--- src/rtl/vslc_io_expander_if.sv ---
// Scan-side and shift-register-side signals of the VSLC serial I/O expander.
// master = core plus external 74HC595/74HC165 chain, slave = expander.
interface vslc_io_expander_if;
    logic       scan_cycle_clk;
    logic [7:0] led_in;
    logic [7:0] in_a;
    logic [7:0] in_b;
    logic       in_valid;
    logic       busy;
    logic       overrun;
    logic       sr_clk;
    logic       sr_load_n;
    logic       sr_latch;
    logic       sr_dout;
    logic       sr_din;

    modport master (
        output scan_cycle_clk,
        output led_in,
        output sr_din,
        input  in_a,
        input  in_b,
        input  in_valid,
        input  busy,
        input  overrun,
        input  sr_clk,
        input  sr_load_n,
        input  sr_latch,
        input  sr_dout
    );

    modport slave (
        input  scan_cycle_clk,
        input  led_in,
        input  sr_din,
        output in_a,
        output in_b,
        output in_valid,
        output busy,
        output overrun,
        output sr_clk,
        output sr_load_n,
        output sr_latch,
        output sr_dout
    );
endinterface

--- src/rtl/vslc_io_expander.sv ---
// Serial I/O expander: shifts the core's LED byte into a 74HC595 and reads
// 16 input bits from two chained 74HC165s once per scan request.
module vslc_io_expander #(
    parameter int CLK_DIV = 4
) (
    input  logic              clk,
    input  logic              rst_n,
    vslc_io_expander_if.slave bus
);
    localparam int CW = (CLK_DIV > 1) ? $clog2(CLK_DIV) : 1;
    localparam logic [CW-1:0] CNT_LAST = CW'(CLK_DIV - 1);

    typedef enum logic [2:0] {
        S_IDLE,
        S_LOAD,
        S_SHIFT,
        S_LATCH,
        S_DONE
    } state_t;

    state_t        state;
    logic          scan_q;
    logic          scan_vld;
    logic          req;
    logic          half_done;
    logic [CW-1:0] cnt;
    logic [4:0]    bit_cnt;
    logic [15:0]   tx_sr;
    logic [15:0]   rx_sr;

    // scan_vld masks the first cycle after reset so a scan level that is
    // already high when reset releases is not mistaken for a rising edge.
    assign req       = bus.scan_cycle_clk & ~scan_q & scan_vld;
    assign half_done = (cnt == CNT_LAST);

    // Scan strobe edge detector (same clock domain as the core).
    always_ff @(posedge clk or negedge rst_n) begin
        if (!rst_n) begin
            scan_q   <= 1'b0;
            scan_vld <= 1'b0;
        end else begin
            scan_q   <= bus.scan_cycle_clk;
            scan_vld <= 1'b1;
        end
    end

    // Sticky flag for requests that arrive before the FSM is back in IDLE.
    always_ff @(posedge clk or negedge rst_n) begin
        if (!rst_n) begin
            bus.overrun <= 1'b0;
        end else if (req && state != S_IDLE) begin
            bus.overrun <= 1'b1;
        end
    end

    // Exchange sequencer: parallel load, 16 serial clocks, latch, publish.
    always_ff @(posedge clk or negedge rst_n) begin
        if (!rst_n) begin
            state         <= S_IDLE;
            cnt           <= '0;
            bit_cnt       <= '0;
            tx_sr         <= '0;
            rx_sr         <= '0;
            bus.sr_clk    <= 1'b0;
            bus.sr_load_n <= 1'b1;
            bus.sr_latch  <= 1'b0;
            bus.sr_dout   <= 1'b0;
            bus.in_a      <= '0;
            bus.in_b      <= '0;
            bus.in_valid  <= 1'b0;
            bus.busy      <= 1'b0;
        end else begin
            bus.in_valid <= 1'b0;
            unique case (state)
                S_IDLE: begin
                    if (req) begin
                        state         <= S_LOAD;
                        tx_sr         <= {8'h00, bus.led_in};
                        rx_sr         <= '0;
                        bit_cnt       <= '0;
                        cnt           <= '0;
                        bus.sr_load_n <= 1'b0;
                        bus.busy      <= 1'b1;
                    end
                end
                S_LOAD: begin
                    if (half_done) begin
                        state         <= S_SHIFT;
                        cnt           <= '0;
                        bit_cnt       <= '0;
                        bus.sr_load_n <= 1'b1;
                        bus.sr_clk    <= 1'b0;
                        bus.sr_dout   <= tx_sr[15];
                    end else begin
                        cnt <= cnt + CW'(1);
                    end
                end
                S_SHIFT: begin
                    if (!half_done) begin
                        cnt <= cnt + CW'(1);
                    end else begin
                        cnt <= '0;
                        if (!bus.sr_clk) begin
                            // QH still shows the pre-shift bit on this edge.
                            bus.sr_clk <= 1'b1;
                            rx_sr      <= {rx_sr[14:0], bus.sr_din};
                        end else if (bit_cnt == 5'd15) begin
                            bus.sr_clk   <= 1'b0;
                            bus.sr_latch <= 1'b1;
                            bit_cnt      <= '0;
                            state        <= S_LATCH;
                        end else begin
                            // Next SER bit changes only with the falling edge.
                            bus.sr_clk  <= 1'b0;
                            bit_cnt     <= bit_cnt + 5'd1;
                            tx_sr       <= {tx_sr[14:0], 1'b0};
                            bus.sr_dout <= tx_sr[14];
                        end
                    end
                end
                S_LATCH: begin
                    if (half_done) begin
                        state        <= S_DONE;
                        cnt          <= '0;
                        bit_cnt      <= '0;
                        bus.sr_latch <= 1'b0;
                        bus.in_a     <= rx_sr[15:8];
                        bus.in_b     <= rx_sr[7:0];
                        bus.in_valid <= 1'b1;
                    end else begin
                        cnt <= cnt + CW'(1);
                    end
                end
                S_DONE: begin
                    state    <= S_IDLE;
                    cnt      <= '0;
                    bit_cnt  <= '0;
                    bus.busy <= 1'b0;
                end
                default: begin
                    state <= S_IDLE;
                end
            endcase
        end
    end
endmodule

--- src/flat_wrapper.sv ---
// flat-port wrapper written by rule: the top's interface ports become plain ports
module vslc_io_expander_flat 
#(
    parameter int CLK_DIV = 4
)
  (clk, rst_n, bus_scan_cycle_clk, bus_led_in, bus_sr_din, bus_in_a, bus_in_b, bus_in_valid, bus_busy, bus_overrun, bus_sr_clk, bus_sr_load_n, bus_sr_latch, bus_sr_dout);
  vslc_io_expander_if bus_i ();
  input  logic clk;
  input  logic rst_n;
  input wire logic [$bits(bus_i.scan_cycle_clk)-1:0] bus_scan_cycle_clk;
  input wire logic [$bits(bus_i.led_in)-1:0] bus_led_in;
  input wire logic [$bits(bus_i.sr_din)-1:0] bus_sr_din;
  output wire logic [$bits(bus_i.in_a)-1:0] bus_in_a;
  output wire logic [$bits(bus_i.in_b)-1:0] bus_in_b;
  output wire logic [$bits(bus_i.in_valid)-1:0] bus_in_valid;
  output wire logic [$bits(bus_i.busy)-1:0] bus_busy;
  output wire logic [$bits(bus_i.overrun)-1:0] bus_overrun;
  output wire logic [$bits(bus_i.sr_clk)-1:0] bus_sr_clk;
  output wire logic [$bits(bus_i.sr_load_n)-1:0] bus_sr_load_n;
  output wire logic [$bits(bus_i.sr_latch)-1:0] bus_sr_latch;
  output wire logic [$bits(bus_i.sr_dout)-1:0] bus_sr_dout;
  assign bus_i.scan_cycle_clk = bus_scan_cycle_clk;
  assign bus_i.led_in = bus_led_in;
  assign bus_i.sr_din = bus_sr_din;
  assign bus_in_a = bus_i.in_a;
  assign bus_in_b = bus_i.in_b;
  assign bus_in_valid = bus_i.in_valid;
  assign bus_busy = bus_i.busy;
  assign bus_overrun = bus_i.overrun;
  assign bus_sr_clk = bus_i.sr_clk;
  assign bus_sr_load_n = bus_i.sr_load_n;
  assign bus_sr_latch = bus_i.sr_latch;
  assign bus_sr_dout = bus_i.sr_dout;
  vslc_io_expander #(.CLK_DIV(CLK_DIV)) u_core (.clk(clk), .rst_n(rst_n), .bus(bus_i));
endmodule
--- config.mk ---
export PLATFORM = sky130hd
export DESIGN_NAME = vslc_io_expander_flat
export DESIGN_NICKNAME = d
export VERILOG_FILES = /design/src/rtl/vslc_io_expander_if.sv /design/src/rtl/vslc_io_expander.sv /design/src/flat_wrapper.sv
export SDC_FILE = /design/constraint.sdc
export NUM_CORES = 1
export LEC_CHECK = 0
export CAP_MARGIN = 20
export CORE_MARGIN = 3
export CORE_UTILIZATION = 35
export CTS_CLUSTER_SIZE = 40
export DETAILED_ROUTE_END_ITERATION = 10
export HOLD_SLACK_MARGIN = 0.15
export PLACE_DENSITY = 0.6
export SLEW_MARGIN = 0
export SYNTH_ARGS = -nofsm -noshare
export SYNTH_HDL_FRONTEND = slang
export SYNTH_SLANG_ARGS = --single-unit
--- constraint.sdc ---
create_clock -name clk -period 1.5 [get_ports clk]
set_input_delay 0.225 -clock clk [delete_from_list [all_inputs] [get_ports clk]]
set_output_delay 0.225 -clock clk [all_outputs]
set_load 0.02 [all_outputs]
* Word level (Yosys, flattened, before mapping)
Index checks and enable logic that the tools add are counted. Widths: inputs -> output; s select.
Operators by class: $add $sub $neg 2, equal/unequal tests 15, muxes and demuxes 45, bitwise logic cells 3, reductions and logical operators 23
Operators with widths (count):
- $mux 16 | 7
- $pmux 16 s2 | 2
- $mux 5 | 5
- $pmux 5 s4 | 1
- $reduce_and 5->1 | 4
- $mux 3 | 6
- $mux 1 | 15
- $ne 2x1->1 const B | 7
- $pmux 3 s4 | 1
- $pmux 1 s2 | 5
- $reduce_bool 2->1 | 5
- $eq 3x2->1 const B | 2
- $pmux 2 s3 | 1
- $reduce_and 2->1 | 3
- $reduce_and 3->1 | 2
- $reduce_and 6->1 | 1
- $reduce_bool 3->1 | 2
- $add 5x1->5 const B | 1
- $eq 5x4->1 const B | 1
- $mux 2 | 2
- $ne 2x2->1 const B | 2
- $reduce_and 4->1 | 1
- $reduce_bool 4->1 | 1
- $eq 3x1->1 const B | 1
- other kinds (9) | 10
Word-level totals: register bits 67, bits of input ports 12, output and inout port bits 23

* Longest topological paths before layout
word-level depth 5, gate-level depth with buffers 7, mapped depth without buffers 5

* Worst setup path before layout
Ideal clock, no wire load.
path kind reg2reg, start point register u_core.bit_cnt[0], end point register u_core.tx_sr[15], setup time 0.121 ns, arrival 1.456 ns, slack -0.077 ns, cell stages (with the launch flop) 7, buffers on the path 1, period minus slack after synthesis 1.577 ns, cell sequence dfrtp_1 -> ha_1 -> nand4b_1 -> nand3_1 -> a21o_1 -> buf_4 -> a22o_1
On the way: word-level cells in the longest chain between the ends 3
Ends and longest elaborated chain:
- from (decl) | line vslc_io_expander.sv:27 | logic [4:0] bit_cnt;
- from (signal assigned) | line vslc_io_expander.sv:115 | bit_cnt <= bit_cnt + 5'd1;
- $eq 5x4->1 | line vslc_io_expander.sv:107 | end else if (bit_cnt == 5'd15) begin
- $ne 2x2->1 (no source line)
- $reduce_and 5->1 (no source line)
- to (signal assigned) | line vslc_io_expander.sv:78 | tx_sr <= {8'h00, bus.led_in};
- to (signal assigned) | line vslc_io_expander.sv:116 | tx_sr <= {tx_sr[14:0], 1'b0};
- to (decl) | line vslc_io_expander.sv:28 | logic [15:0] tx_sr;
Every way passes these cells. A chain may end at the register's enable or synchronous reset.

* Final worst setup path
start point register u_core.bit_cnt[0], end point register u_core.tx_sr[13]
The elaborated chain is that of the path after synthesis.

==> flow_metrics.py <==
metrics = {
    "cts": {
        "clockBufferDepth": 2,
        "worstSkewPairLatency_ns": 0.35,
        "clk_pin_slew_worst_paths_ns": 0.07,
        "root_buffer": "clkbuf_8",
        "htree_levels": 3,
        "cts_buffers": 9,
        "cts_tree": "done",
        "cts_sinks": 67,
    },
    "critical_path": {
        "cp.arrival_ns": 1.73,
        "start_kind": "flip-flop",
        "critical_path_class": "flip-flop to flip-flop",
        "worstPathRequired_ns": 1.74,
        "cp-end-kind": "flip-flop",
        "cp_max_fo": 6,
    },
    "timing": {
        "setup_slack_ns": 0.00617,
        "rsz0062_at_grt": "true",
        "finalCritPeriodShare_pct": 99.6,
        "fin_crit_ns": 1.49,
        "finClkSkew_ns": 0.0142,
        "setup_viol": 0,
        "fin_hold_ws_ns": 0.376,
        "fmax_mhz": 669,
        "drv_slew": 0,
        "hold_violations": 0,
    },
    "die": {
        "dieArea_sq_um": 9160,
        "die_h_microns": 95.7,
        "core_area_sq_um": 7770,
        "io_pins": 35,
        "initial_core_util_pct": 36.2,
        "fp-row-count": 32,
        "die_x_microns": 95.7,
    },
    "placement": {
        "io_buffers": 34,
        "gp_congestion": 0.757,
        "place_inst": 408,
        "place_hpwl_mm": 3.90,
        "dp_slack_ns": -0.225,
    },
    "routing": {
        "wl_per_cell_microns": 14.2,
        "drc": 0,
        "via_per_inst": 4.95,
        "dr.pass1.iters": 4,
        "detail-route-antenna-nets": 0,
        "routed_wirelength_mm": 6.18,
        "num_vias": 2159,
        "drt_iter0_drc": 59,
    },
    "cells_and_area": {
        "fillCellCount": 725,
        "antenna_cells": 0,
        "final_cell_mix": "dfrtp_1, nand2_1, buf_4",
        "final_nets": 343,
        "layout-drive-gt1-share_pct": 27.2,
        "stdcell_count": 436,
        "final_common_cell": "dfrtp_1",
        "syn_to_final_growth_pct": 37.6,
    },
    "pwr": {
        "power.density_nw_per_um2": 1650,
        "ir_drop_v": 0.000660,
        "finalPower_mw": 6.40,
        "p_leak_nw": 1.88,
    },
    "synth": {
        "ys_warn_count": 0,
        "synthArstFlopShare_pct": 100,
        "synthFlopType": "dfrtp_1",
        "syn-cell-area_sq_um": 2820,
        "synthTopCellsByArea": "dfrtp_1, nand2_1, a22o_1, o22a_1, buf_2",
        "synth_top_area_cell": "dfrtp_1",
        "ys_types": 45,
        "yosysSeqAreaShare_pct": 59.6,
        "syn_avg_cell_area_sq_um": 11.3,
        "syn_nets": 263,
        "synth-edff-count": 0,
        "ys_ff_latch": 67,
        "synth_top_area_share_pct": 58.7,
        "syn_inst": 249,
    },
    "worst_hold_path": {
        "hold_path_class": "input pin to flip-flop",
    },
    "grt": {
        "grt_max_degree": 68,
        "grt_pass1_wl_mm": 10.4,
        "antenna_found_initial": 0,
        "grt_pass1_vias": 2210,
        "track_usage_pct": 15.0,
        "gr-total-overflow": 0,
    },
    "outcome": {
        "outcome": "finished clean",
    },
    "job": {
        "drv_cap": 0,
    },
}
## sequential cells by signal, indices dropped and copies added (netlist names), 2 cells and up
| signal | flops |
|---|---|
| u_core.bus.in_a | 8 |
| u_core.state | 3 |
| u_core.bus.in_b | 8 |
| u_core.tx_sr | 16 |
| u_core.rx_sr | 16 |
| u_core.cnt | 2 |
| u_core.bit_cnt | 5 |
## report_power, final
group / switching (mW) / internal [mW]
logic: 1.21 / 1.26
clock network: 0.739 / 0.778
registers: 0.258 / 2.15
total: 2.21 / 4.19
## synthesized netlist by cell type, types with 2 or more instances
library cell	n
nand3_1	5
o22a_1	14
a31oi_1	5
nand2b_1	2
nand2_1	57
nor2b_1	2
nor3_1	4
a22o_1	24
buf_6	2
inv_1	3
nor2_1	8
o21ai_2	2
a211oi_1	2
a21oi_1	7
nor2_2	2
buf_2	10
o21ai_0	4
dfrtp_1	66
o22ai_1	3
ha_1	2
## final cells by class
class | count | area [sq um] | area share (%)
multi-input cells | 166 | 1130 | 29.3
inverters | 4 | 15.0 | 0.388
clock inverters | 7 | 75.1 | 1.94
repair buffers | 81 | 716 | 18.5
flip-flops and latches | 67 | 1680 | 43.4
well taps | 102 | 128 | 3.29
clock buffers | 9 | 124 | 3.20
## logic make-up (layout without fill, tap and decap cells)
| family | Yosys count | in the layout | share of synthesized area (%) |
|---|---|---|---|
| buf+inv | 18 | 101 | 3.51 |
| simple gates | 91 | 92 | 15.9 |
| flops | 67 | 67 | 59.6 |
| compound gates | 69 | 70 | 19.6 |
| xor+xnor | 1 | 1 | 0.311 |
| other cells | 1 | 1 | 0.133 |
| fa+ha+maj | 2 | 2 | 0.889 |
## path summary, 6_finish.rpt
kind                                    start                  to  slack, ns  depth (start not counted)
max                         u_core.bit_cnt[0]    u_core.tx_sr[13]      0.006                          6
min                        bus_scan_cycle_clk       u_core.scan_q       0.38                          1
max reg2reg                 u_core.bit_cnt[0]    u_core.tx_sr[13]      0.006                          6
min reg2reg                u_core.bus.in_b[1]  u_core.bus.in_b[1]       0.47                          2
max in group asynchronous               rst_n     u_core.state[2]       0.77                          3
min in group asynchronous               rst_n   u_core.bit_cnt[1]       0.42                          3
## through the flow
step           cell area, sq um  TNS, ns  util [%]
5_1_grt                    3870   -0.711      49.9
3_5_place_dp               3520    -6.47      45.3
6_report                   3870        0      49.9
4_1_cts                    3730        0      48.1
3_3_place_gp               3520    -5.31      45.3
2_1_floorplan              2840        0         -
## routing by layer
metal,GRT usage (%),vias to the layer above,routed length (microns)
li1,-,1054,-
met1,20.3,1051,3020
met2,22.2,44,2780
met3,3.63,10,258
met4,8.29,0,132
met5,0,-,0
## repair_timing
action	in CTS	in global routing
gates cloned	1	1
gates resized for setup	27	17
hold endpoints to repair	66	0
setup endpoints to repair	42	38
pin swaps	2	25
hold buffers	1	0
setup buffers	1	9
## worst max-delay path, cell delays in order, from the launching register on
cell and delay, ns:
dfrtp_1 0.39, ha_2 0.19, nand4b_1 0.09, buf_6 0.17
nand3_4 0.12, a21o_4 0.24, a22o_1 0.18
Power figures use the tool's default switching activity.
